`src/rtl/sha3_round_scheduler.sv`:
```
// -----------------------------------------------------------------------------
// sha3_round_scheduler
// Control-only sequencer for one fixed-depth pipelined Keccak round datapath
// that is time-shared by up to PIPE_DEPTH independent states. A shadow shift
// register mirrors the datapath pipeline. Each cycle the block decides whether
// the datapath input takes the recirculated round output or a fresh state. It
// also supplies the round index used by iota and flags finished states.
//
// Ports:
//   clk            clock, all state on rising edge
//   rst            asynchronous active-low reset
//   in_valid       fresh state present on datapath input
//   in_tag         caller tag of the fresh state
//   in_ready       fresh state accepted this cycle when in_valid is high
//   round_sample   datapath sample strobe
//   round_recirc   input mux select: 1 = recirculated output, 0 = fresh input
//   round_index    round number of the state entering the datapath
//   round_good     datapath output-good indication (cross-checked)
//   out_valid      one-cycle pulse: datapath output is a finished state
//   out_tag        tag of the finished state (0 when out_valid is low)
//   in_flight      registered count of occupied shadow slots
//   protocol_error sticky: round_good disagreed with the shadow pipeline
// -----------------------------------------------------------------------------
module sha3_round_scheduler #(
  parameter int PIPE_DEPTH = 4,
  parameter int ROUNDS     = 24,
  parameter int TAG_WIDTH  = 4
) (
  input  logic                 clk,
  input  logic                 rst,
  input  logic                 in_valid,
  input  logic [TAG_WIDTH-1:0] in_tag,
  output logic                 in_ready,
  output logic                 round_sample,
  output logic                 round_recirc,
  output logic [4:0]           round_index,
  input  logic                 round_good,
  output logic                 out_valid,
  output logic [TAG_WIDTH-1:0] out_tag,
  output logic [3:0]           in_flight,
  output logic                 protocol_error
);

  generate
    if (PIPE_DEPTH < 1 || PIPE_DEPTH > 8) begin : g_bad_depth
      $error("sha3_round_scheduler: PIPE_DEPTH must be in 1..8");
    end
    if (ROUNDS < 1 || ROUNDS > 24) begin : g_bad_rounds
      $error("sha3_round_scheduler: ROUNDS must be in 1..24");
    end
  endgenerate

  localparam int         LAST        = PIPE_DEPTH - 1;
  localparam logic [4:0] FINAL_ROUND = 5'(ROUNDS - 1);

  // Shadow pipeline: entry 0 is loaded from the datapath input side, entry
  // LAST is the state currently presented at the datapath output.
  logic                 r_valid [PIPE_DEPTH];
  logic [TAG_WIDTH-1:0] r_tag   [PIPE_DEPTH];
  logic [4:0]           r_round [PIPE_DEPTH];
  logic [3:0]           r_in_flight;
  logic                 r_protocol_error;

  logic                 w_exit_valid;
  logic                 w_recirc;
  logic                 w_finish;
  logic [4:0]           w_round_inc;
  logic [TAG_WIDTH-1:0] w_head_tag;
  logic [4:0]           w_head_round;
  logic [3:0]           w_in_flight_next;

  assign w_exit_valid = r_valid[LAST];
  // Rounds never exceed FINAL_ROUND, so "not final" is the same as "below
  // final" and avoids a constant compare when ROUNDS is 1.
  assign w_recirc     = w_exit_valid && (r_round[LAST] != FINAL_ROUND);
  assign w_finish     = w_exit_valid && (r_round[LAST] == FINAL_ROUND);
  assign w_round_inc  = r_round[LAST] + 5'd1;

  always_comb begin
    in_ready     = !w_recirc;
    round_sample = w_recirc || in_valid;
    round_recirc = w_recirc;
    round_index  = 5'd0;
    out_valid    = w_finish;
    out_tag      = '0;
    w_head_tag   = in_tag;
    w_head_round = 5'd0;
    if (w_recirc) begin
      round_index  = w_round_inc;
      w_head_tag   = r_tag[LAST];
      w_head_round = w_round_inc;
    end
    if (w_finish) begin
      out_tag = r_tag[LAST];
    end
  end

  // Occupancy changes by -1 when a state leaves the exit slot and +1 when
  // something is sampled; a finish plus an injection cancels out.
  assign w_in_flight_next = r_in_flight - {3'b000, w_exit_valid} + {3'b000, round_sample};

  always_ff @(posedge clk or negedge rst) begin
    if (!rst) begin
      for (int i = 0; i < PIPE_DEPTH; i++) begin
        r_valid[i] <= 1'b0;
        r_tag[i]   <= '0;
        r_round[i] <= 5'd0;
      end
      r_in_flight      <= 4'd0;
      r_protocol_error <= 1'b0;
    end else begin
      r_valid[0] <= round_sample;
      r_tag[0]   <= w_head_tag;
      r_round[0] <= w_head_round;
      for (int i = 1; i < PIPE_DEPTH; i++) begin
        r_valid[i] <= r_valid[i-1];
        r_tag[i]   <= r_tag[i-1];
        r_round[i] <= r_round[i-1];
      end
      r_in_flight <= w_in_flight_next;
      // Scheduling follows the shadow state only; round_good is checked.
      if (round_good != w_exit_valid) begin
        r_protocol_error <= 1'b1;
      end
    end
  end

  assign in_flight      = r_in_flight;
  assign protocol_error = r_protocol_error;

endmodule

```
`config.mk`:
```
export PLATFORM = sky130hd
export DESIGN_NAME = sha3_round_scheduler
export DESIGN_NICKNAME = d
export VERILOG_FILES = /design/src/rtl/sha3_round_scheduler.sv
export SDC_FILE = /design/constraint.sdc
export NUM_CORES = 1
export LEC_CHECK = 0
export ABC_AREA = 1
export BUFFER_PORTS_ARGS = -buffer_cell sky130_fd_sc_hd__buf_2
export CAP_MARGIN = 30
export CORE_ASPECT_RATIO = 1.75
export CORE_MARGIN = 2
export CORE_UTILIZATION = 53
export DETAILED_ROUTE_END_ITERATION = 7
export GPL_ROUTABILITY_DRIVEN = 0
export GPL_TIMING_DRIVEN = 0
export PLACE_DENSITY = 0.82
export SLEW_MARGIN = 10
export SYNTH_ARGS = -nofsm -noshare
export SYNTH_HDL_FRONTEND = slang
export SYNTH_SLANG_ARGS = --single-unit
```
`constraint.sdc`:
```
create_clock -name clk -period 2.1 [get_ports clk]
set_input_delay 0.315 -clock clk [delete_from_list [all_inputs] [get_ports clk]]
set_output_delay 0.315 -clock clk [all_outputs]
set_load 0.1 [all_outputs]
```
==> metrics.cfg, run 1 <==
[timing]
setup_tns_ns = 0
timing.slew.headroom = 0.6786
finalClockSkew_ns = 0.009888
setup-violations-final = 0
rsz0062_at_grt = true
layout_min_cycle_time_ns = 2.055
finalHoldViolations = 0
tightest_slew_ns = 0.4855
fin_ws_ns = 0.04477
slew_violations = 0
post-route-period-util = 0.9787
fmax_ghz = 0.4866

[drt]
routedWlPerCell_microns = 14.82
drtAntennaViolNets = 0
via_per_inst = 4.961
via_count = 883
firstDrtPassIters = 4
drcViolationCount = 0
routed_wl_mm = 2.638
drtIter0Drc = 4

[clock_network]
cts_root_buf = clkbuf_8
cts_tree = built
clk_latency_ns = 0.29
clk_pin_slew_ns = 0.08
post-cts-setup-buffers = 0
cts.sinks = 45
cts_buffers = 5
h-tree-depth = 2
clk_path_buf_depth = 2

[global_routing]
overflow = 0
antenna_found_initial = 0
met3_usage = 0.04556
use_met2 = 0.2979
grt_pass1_wl_mm = 4.395
grt_max_degree = 46
grt_use_total = 0.1890
grt_pass1_vias = 932
met1_usage = 0.2483
busiest_layer = met2

[setup_path]
crit_family = flip-flops
endpoint_kind = output port
rrSetupSlack_ns = 0.21
cp_cell_sequence = ha_2, nand2_2, o21ai_0, nand2_1, nor2_1, buf_6
worstSetupPathType = flip-flop to output port
required_ns = 1.78
worst-path-buf-inv = 1
r2r-end = in_flight[2]
crit_fanout = 4
reg2reg_depth = 8
critical-path-max-stage-delay_ns = 0.41
reg2reg_from = r_round[0]
cp_slowest_cell = dfrtp_2
cp-start-kind = flip-flop
arrival_ns = 1.74

[final_layout]
n_antenna_cell = 0
area.growth.synth_to_final_pct = 28.41
drive_above_1_share = 0.3311
nets = 164
utilization = 0.7191

[die]
initial_core_util = 0.5600
die_area_sq_mm = 0.003337
chipHeight_microns = 74.94
core_region_area_sq_mm = 0.002721
rows = 25
dieWidth_microns = 44.54
io_pins = 26

[min_path]
holdCritPathClass = primary input to flip-flop
holdPathStages = 2
whs_endpoint = protocol_error
min_from = round_good

[logic_synthesis]
ys_ff_latch = 45
synth_top_area_frac = 0.7389
synth.area.top_cells = dfrtp_1 (74%), inv_1 (4.4%), ha_1 (4.1%), nand2_1 (3.9%), nor2_1 (2.5%)
ys_seq_area_frac = 0.7389
synth.cell_area_sq_mm = 0.001524
yosysUniqueCellTypes = 18
yosys.area.top_type = dfrtp_1
synth_fp_nets = 130
synth_area_per_cell_sq_um = 13.14
syn_inst = 116
yosysWarnings = 0

[placement]
portBuffers = 25
dp_hpwl_mm = 1.638
pre_cts_ws_ns = 0.1424

[run_status]
status = finished, final reports clean

[run]
max_cap_violations = 0

==> kinds of logic after synthesis <==
group | count (synthesis) | share of synthesized area
DFF | 45 | 0.7389
and+or+nand+nor | 39 | 0.1273
buffers and inverters | 19 | 0.04926
adders and majority gates | 6 | 0.05419
AOI/OAI and AO/OA | 4 | 0.01314
xor gates and xnor gates | 3 | 0.01724
==> layer usage <==
layer  vias to the layer above  wire length [microns]
li1                        419                      -
met1                       441                   1086
met5                         -                      0
met4                         0                     24
met3                         2                    100
met2                        21                   1426
==> flip-flops by register name, summed over array words and instances (netlist names) <==
register        flops
r_round            20
r_valid             3
protocol_error      1
w_exit_valid        1
r_tag              16
in_flight           4
==> synthesized netlist by cell type (all sizes together) <==
cell and number:
a21oi 2, buf 1, dfrtp 45, fa 1, ha 5, inv 18
nand2 18, nand3 8, nand4 2, nor2 11, o21ai 2, xnor2 2
xor2 1
==> cell usage in the layout (no fill, tap or decap) <==
master and instances:
dfrtp_1 43, inv_1 18, nand2_1 15, buf_2 13, nand3_1 7, clkbuf_8 6, buf_4 5, buf_6 5
nor2_1 4, nor2_2 4, ha_1 4, nor2_4 3, nand2_8 2, xnor2_1 2, a21oi_1 2, o21ai_0 2
dfrtp_2 2, clkbuf_4 2, nand4_4 1, nand4_1 1, nand2_2 1, nand3_4 1, xor2_1 1, fa_1 1
ha_2 1, clkinvlp_4 1, bufinv_16 1, dlygate4sd3_1 1, buf_12 1, buf_8 1
==> worst max path at each step <==
stage,start,to,slack (ns),cells after the start
2_1_floorplan,r_round[0],out_tag[0],-0.40,5
3_3_place_gp,r_round[0],in_flight[2],0.18,8
3_5_place_dp,r_round[0],in_flight[2],0.14,8
4_1_cts,r_round[0],out_tag[3],0.007,6
5_1_grt,r_round[0],round_index[4],-0.10,6
6_report,r_round[0],round_index[4],0.04,6
==> area by class of cell <==
cell class	instances	area, sq um
buffer	1	7.507
clock inverter	2	37.54
inverter	18	67.56
fill	169	764.5
multi-input combinational	52	387.9
timing repair buffer	27	211.5
clock buffer	6	82.58
tap	27	33.78
sequential	45	1129
==> per-stage QoR <==
step / cell area (sq um) / cells / hold slack, ns
after global routing: 1957 / 178 / 0.2249
final: 1957 / 178 / 0.2141
after detailed placement: 1729 / 168 / 0.3347
after CTS: 1888 / 176 / 0.1938
after floorplan: 1570 / 116 / 0.01941
after global placement: 1729 / 168 / 0.3335
==> repair_timing <==
action | 4_1_cts | 5_1_grt
gates cloned | 0 | 0
endpoints found under the setup margin | 12 | 8
gates resized for setup | 14 | 11
hold endpoints to repair | 0 | 7
hold buffers | 0 | 1
pin swaps | 0 | 0
Power of run 1 is not shown: default switching activity piles up to over one toggle a cycle in this logic, so the estimate is an artifact.
==> run 2, diff against run 1 <==
--- a/config.mk
+++ b/config.mk
@@ -5,7 +5,6 @@
 export SDC_FILE = /design/constraint.sdc
 export NUM_CORES = 1
 export LEC_CHECK = 0
-export ABC_AREA = 1
 export BUFFER_PORTS_ARGS = -buffer_cell sky130_fd_sc_hd__buf_2
 export CAP_MARGIN = 30
 export CORE_ASPECT_RATIO = 1.75
==> run 2 against run 1 <==
Against the previous run: count of clock-buffer cells in the layout up 1; synthesized cell count down 22%; worst setup slack better by 0.029 ns; utilization down 1.9 points; clock skew down 0.0020 ns; area after synthesis down 3.2%; register-to-register slack better by 0.05 ns.
==> metrics.cfg, run 2 <==
[setup_path]
endpoint_kind = output port
critical-path-max-stage-delay_ns = 0.41
cp_cell_sequence = ha_2, nand4b_4, nor2_4, and2_2, buf_6
required_ns = 1.78
rrSetupSlack_ns = 0.26
critPathLaunch = r_round[0]
worst-path-buf-inv = 1
reg2reg_depth = 8
cp-start-kind = flip-flop
cp_slowest_cell = dfrtp_1
crit_family = simple AND/OR/NAND/NOR gates
r2r-end = in_flight[1]
crit_fanout = 5
worstSetupPathType = flip-flop to output port
reg2reg_from = r_round[0]
arrival_ns = 1.71

[die]
chipHeight_microns = 73.79
core_region_area_sq_mm = 0.002690
die_area_sq_mm = 0.003238
rows = 25
io_pins = 26
initial_core_util = 0.5484
dieWidth_microns = 43.88

[placement]
pre_cts_ws_ns = 0.2106
portBuffers = 25
dp_hpwl_mm = 1.564
dpl_cell_area_sq_mm = 0.001694

[run_status]
status = finished, final reports clean

[drt]
drcViolationCount = 0
routedWlPerCell_microns = 15.07
drtAntennaViolNets = 0
via_count = 770
drtIter0Drc = 11
firstDrtPassIters = 2
via_per_inst = 5.066
routed_wl_mm = 2.290

[global_routing]
grt_pass1_wl_mm = 3.808
grt_use_total = 0.1694
grt_max_degree = 46
grt_pass1_vias = 830
antenna_found_initial = 0
overflow = 0

[logic_synthesis]
yosys.area.top_type = dfrtp_1
synth-edff-count = 0
synth_area_per_cell_sq_um = 16.39
yosysMostFrequentCell = dfrtp_1
syn_inst = 90
synthArstFlopShare = 1.000
yosysWarnings = 0
synth_ff_type = dfrtp_1
synth.area.top_cells = dfrtp_1 (76%), ha_1 (4.2%), mux2_1 (3.1%), xnor2_1 (3.0%), inv_1 (2.3%)
yosysUniqueCellTypes = 19
ys_top_cells_by_count = dfrtp_1 (45), inv_1 (9), ha_1 (5), xnor2_1 (5)
synth_top_area_frac = 0.7634
ys_ff_latch = 45
ys_seq_area_frac = 0.7634
synth.cell_area_sq_mm = 0.001475
synth_fp_nets = 104

[clock_network]
cts.sinks = 45
h-tree-depth = 2
cts_root_buf = clkbuf_8
clk_path_buf_depth = 2
cts_buffers = 5
clk_pin_slew_ns = 0.07
clk_latency_ns = 0.30
cts_tree = built

[min_path]
holdCritPathClass = primary input to flip-flop
min_from = in_tag[1]
whs_endpoint = r_tag[13]
holdPathStages = 2

[final_layout]
regMostFlops = r_round
final_common_cell = dfrtp_1
n_antenna_cell = 0
drive_above_1_share = 0.3840
largest_register_ffs = 20
nets = 138
final_cell_area_sq_mm = 0.001883
mostFrequentLayoutCells = dfrtp_1 (44), buf_2 (14), inv_1 (9)
area.growth.synth_to_final_pct = 27.65
utilization = 0.7000

[timing]
finalHoldViolations = 0
tightest_slew_ns = 0.4929
slew_violations = 0
setup-violations-final = 0
post-route-period-util = 0.9649
fin_ws_ns = 0.07378
timing.slew.headroom = 0.6737
finalClockSkew_ns = 0.007884
hold_slack_ns = 0.2366
layout_min_cycle_time_ns = 2.026
fmax_ghz = 0.4935

[run]
max_cap_violations = 0

==> run 2: changes by cell type after synthesis, moves of 2 or more <==
cell / delta
and2_1: +4
inv_1: -9
mux2_1: +4
nand2_1: -14
nand2b_1: +2
nand3_1: -6
nor2_1: -7
o21ai_0: -2
xnor2_1: +3
==> run 2: cells by family (layout without fill, tap and decap cells) <==
logic type	Yosys count	in the layout	synth area share
adders and majority gates	6	6	0.05598
xor gates and xnor gates	6	6	0.03562
AOI/OAI and AO/OA	3	3	0.01188
buffers and inverters	9	44	0.02290
and+or+nand+nor	17	17	0.07973
muxes	4	4	0.03053
DFF	45	45	0.7634
==> run 2: per-layer routing <==
layer / track usage / vias to the layer above / share of wire
li1: - / 349 / -
met1: 0.2105 / 394 / 0.42
met2: 0.2549 / 20 / 0.51
met3: 0.07617 / 7 / 0.056
met4: 0.07071 / 0 / 0.017
met5: 0 / - / 0
==> run 2: layout make-up <==
class                   count  area [sq um]
inverters                   9         33.78
repair buffers             27         197.7
flip-flops and latches     45          1127
well taps                  27         33.78
clock inverters             1         30.03
fillers                   179         807.0
multi-input cells          36         374.1
clock buffers               7         86.33
==> run 2: worst max-delay path by stage <==
stage / to / slack [ns] / cells after the start
after floorplan: out_tag[0] / -0.10 / 4
after global placement: out_tag[1] / 0.23 / 5
after detailed placement: out_tag[1] / 0.21 / 5
after CTS: round_sample / 0.01 / 5
after global routing: out_tag[1] / -0.01 / 5
final: out_tag[1] / 0.07 / 5
==> run 2: timing repair <==
action,CTS,global route
gates resized for setup,6,9
endpoints found under the setup margin,6,9
hold buffers,0,1
gates cloned,0,0
buffers inserted,0,0
hold endpoints to repair,0,15
==> run 2: metrics by stage <==
stage               setup TNS [ns]  cells
detailed placement               0    142
finish                           0    152
global placement                 0    142
CTS                              0    150
floorplan                  -0.3149     90
global route              -0.01129    152
==> run 2: worst register-to-register path, stage by stage (launching register included) <==
cell and delay [ns]:
dfrtp_1 0.41, ha_2 0.27, nand4b_4 0.18, nand2_8 0.16, nand2b_4 0.08, ha_4 0.16, inv_1 0.06, fa_1 0.41
inv_1 0.07
Power of run 2 is left out for the same reason.
==> run 3, diff against run 2 <==
--- a/config.mk
+++ b/config.mk
@@ -9,11 +9,11 @@
 export CAP_MARGIN = 30
 export CORE_ASPECT_RATIO = 1.75
 export CORE_MARGIN = 2
-export CORE_UTILIZATION = 53
+export CORE_UTILIZATION = 48
 export DETAILED_ROUTE_END_ITERATION = 7
 export GPL_ROUTABILITY_DRIVEN = 0
 export GPL_TIMING_DRIVEN = 0
-export PLACE_DENSITY = 0.82
+export PLACE_DENSITY = 0.79
 export SLEW_MARGIN = 10
 export SYNTH_ARGS = -nofsm -noshare
 export SYNTH_HDL_FRONTEND = slang
==> constraint.sdc (replaced) <==
create_clock -name clk -period 1.8 [get_ports clk]
set_input_delay 0.27 -clock clk [delete_from_list [all_inputs] [get_ports clk]]
set_output_delay 0.27 -clock clk [all_outputs]
set_load 0.1 [all_outputs]
==> run 3 against run 2 <==
Against the previous run: the run now ends with negative setup slack left; utilization decreased by 1.3 points; sequential share of layout area decreased by 3.8 points; clock skew is 0.0022 ns lower; count of clock-buffer cells in the layout stayed put; final cell count is 3.3% higher; critical path depth unchanged; critical path type unchanged; critical endpoint is now out_tag[0]; highest routed layer unchanged.
==> metrics.cfg, run 3 (same netlist as run 2, synthesis figures left out) <==
[setup_path]
endpoint_kind = output port
required_ns = 1.53
cp-start-kind = flip-flop
worstSetupPathType = flip-flop to output port
crit_fanout = 5
arrival_ns = 1.56

[final_layout]
drive_above_1_share = 0.4341
nets = 142
n_antenna_cell = 0
area.growth.synth_to_final_pct = 36.39
largest_register_ffs = 20
final_common_cell = dfrtp_1
regMostFlops = r_round
nFillCells = 209
final_cell_count_no_fill = 157
mostFrequentLayoutCells = dfrtp_1 (43), buf_2 (12), inv_1 (8)

[run_status]
violations = negative setup slack
status = finished, violations left

[timing]
post-route-period-util = 1.016
layout_min_cycle_time_ns = 1.829
finalClockSkew_ns = 0.005719
fmax_ghz = 0.5468
fin_ws_ns = -0.02870
finalHoldViolations = 0
setup-violations-final = 4
tightest_slew_ns = 0.4869
rsz0062_at_grt = true
slew_violations = 0
timing.slew.headroom = 0.6776

[drt]
routedWlPerCell_microns = 14.79
routed_wl_mm = 2.322
drtIter0Drc = 12
drtAntennaViolNets = 0
via_per_inst = 4.962
via_count = 779
drcViolationCount = 0
firstDrtPassIters = 2

[die]
initial_core_util = 0.5038
rows = 26
die_area_sq_mm = 0.003550
chipHeight_microns = 77.34
core_region_area_sq_mm = 0.002928
io_pins = 26
dieWidth_microns = 45.91

[clock_network]
h-tree-depth = 2
cts_tree = built
cts.sinks = 45
clk_pin_slew_ns = 0.08
cts_buffers = 5
clk_path_buf_depth = 2
cts_root_buf = clkbuf_8
clk_latency_ns = 0.29

[min_path]
holdCritPathClass = primary input to flip-flop

[global_routing]
grt_pass1_wl_mm = 4.015
antenna_found_initial = 0
grt_use_total = 0.1650
grt_pass1_vias = 815
grt_max_degree = 46
overflow = 0

[placement]
pre_cts_ws_ns = -0.02095
placed_cells = 143
dp_hpwl_mm = 1.587
portBuffers = 25

[run]
max_cap_violations = 0

run 3: metrics by stage:
stage          cell area [sq um]  setup TNS (ns)  hold slack, ns  utilization
5_1_grt                     2012         -0.4802          0.1896       0.6872
4_1_cts                     1946         -0.2191          0.1355       0.6645
3_5_place_dp                1717        -0.03838          0.3347       0.5863
6_report                    2012        -0.07371          0.1868       0.6872
3_3_place_gp                1717       -0.007662          0.3338       0.5863
2_1_floorplan               1556          -2.347        -0.02559            -
run 3: cell type report:
class                           instances  area, sq um  area share
Clock buffer                            7        76.32     0.03794
Clock inverter                          1        7.507    0.003731
Inverter                                9        33.78     0.01679
Multi-Input combinational cell         36        407.9      0.2027
Sequential cell                        45         1129      0.5609
Tap cell                               28        35.03     0.01741
Timing Repair Buffer                   31        322.8      0.1604
run 3: worst paths after layout:
path | startpoint | end | slack, ns | cells after the start
worst max-delay path | r_round[1] | out_tag[0] | -0.03 | 5
worst max register to register | r_round[0] | in_flight[1] | 0.01 | 8
worst min register to register | r_valid[1] | w_exit_valid | 0.35 | 0
max in group asynchronous | rst | in_flight[0] | 0.84 | 3
worst min-delay path | in_tag[1] | r_tag[13] | 0.19 | 2
min in group asynchronous | rst | r_tag[13] | 0.47 | 2
run 3: routing by layer:
layer	GRT usage	part of all wire	routed length [microns]
met1	0.2217	0.43	995
met3	0.05116	0.040	94
met4	0.1114	0.035	82
met2	0.2236	0.49	1149
met5	0	0	0
run 3: worst max-delay path, cell delays in order (launching register included):
cell and delay [ns]:
dfrtp_1 0.39, ha_4 0.18, nand4b_4 0.16, nor2_4 0.18
and2_4 0.18, buf_12 0.17
run 3: repair_timing:
action / in CTS / in global routing
setup endpoints to repair: 15 / 12
hold buffers: 0 / 1
setup buffers: 2 / 2
hold endpoints to repair: 0 / 19
gates resized for setup: 37 / 4
pin swaps: 3 / 3
Power of run 3 is left out for the same reason.
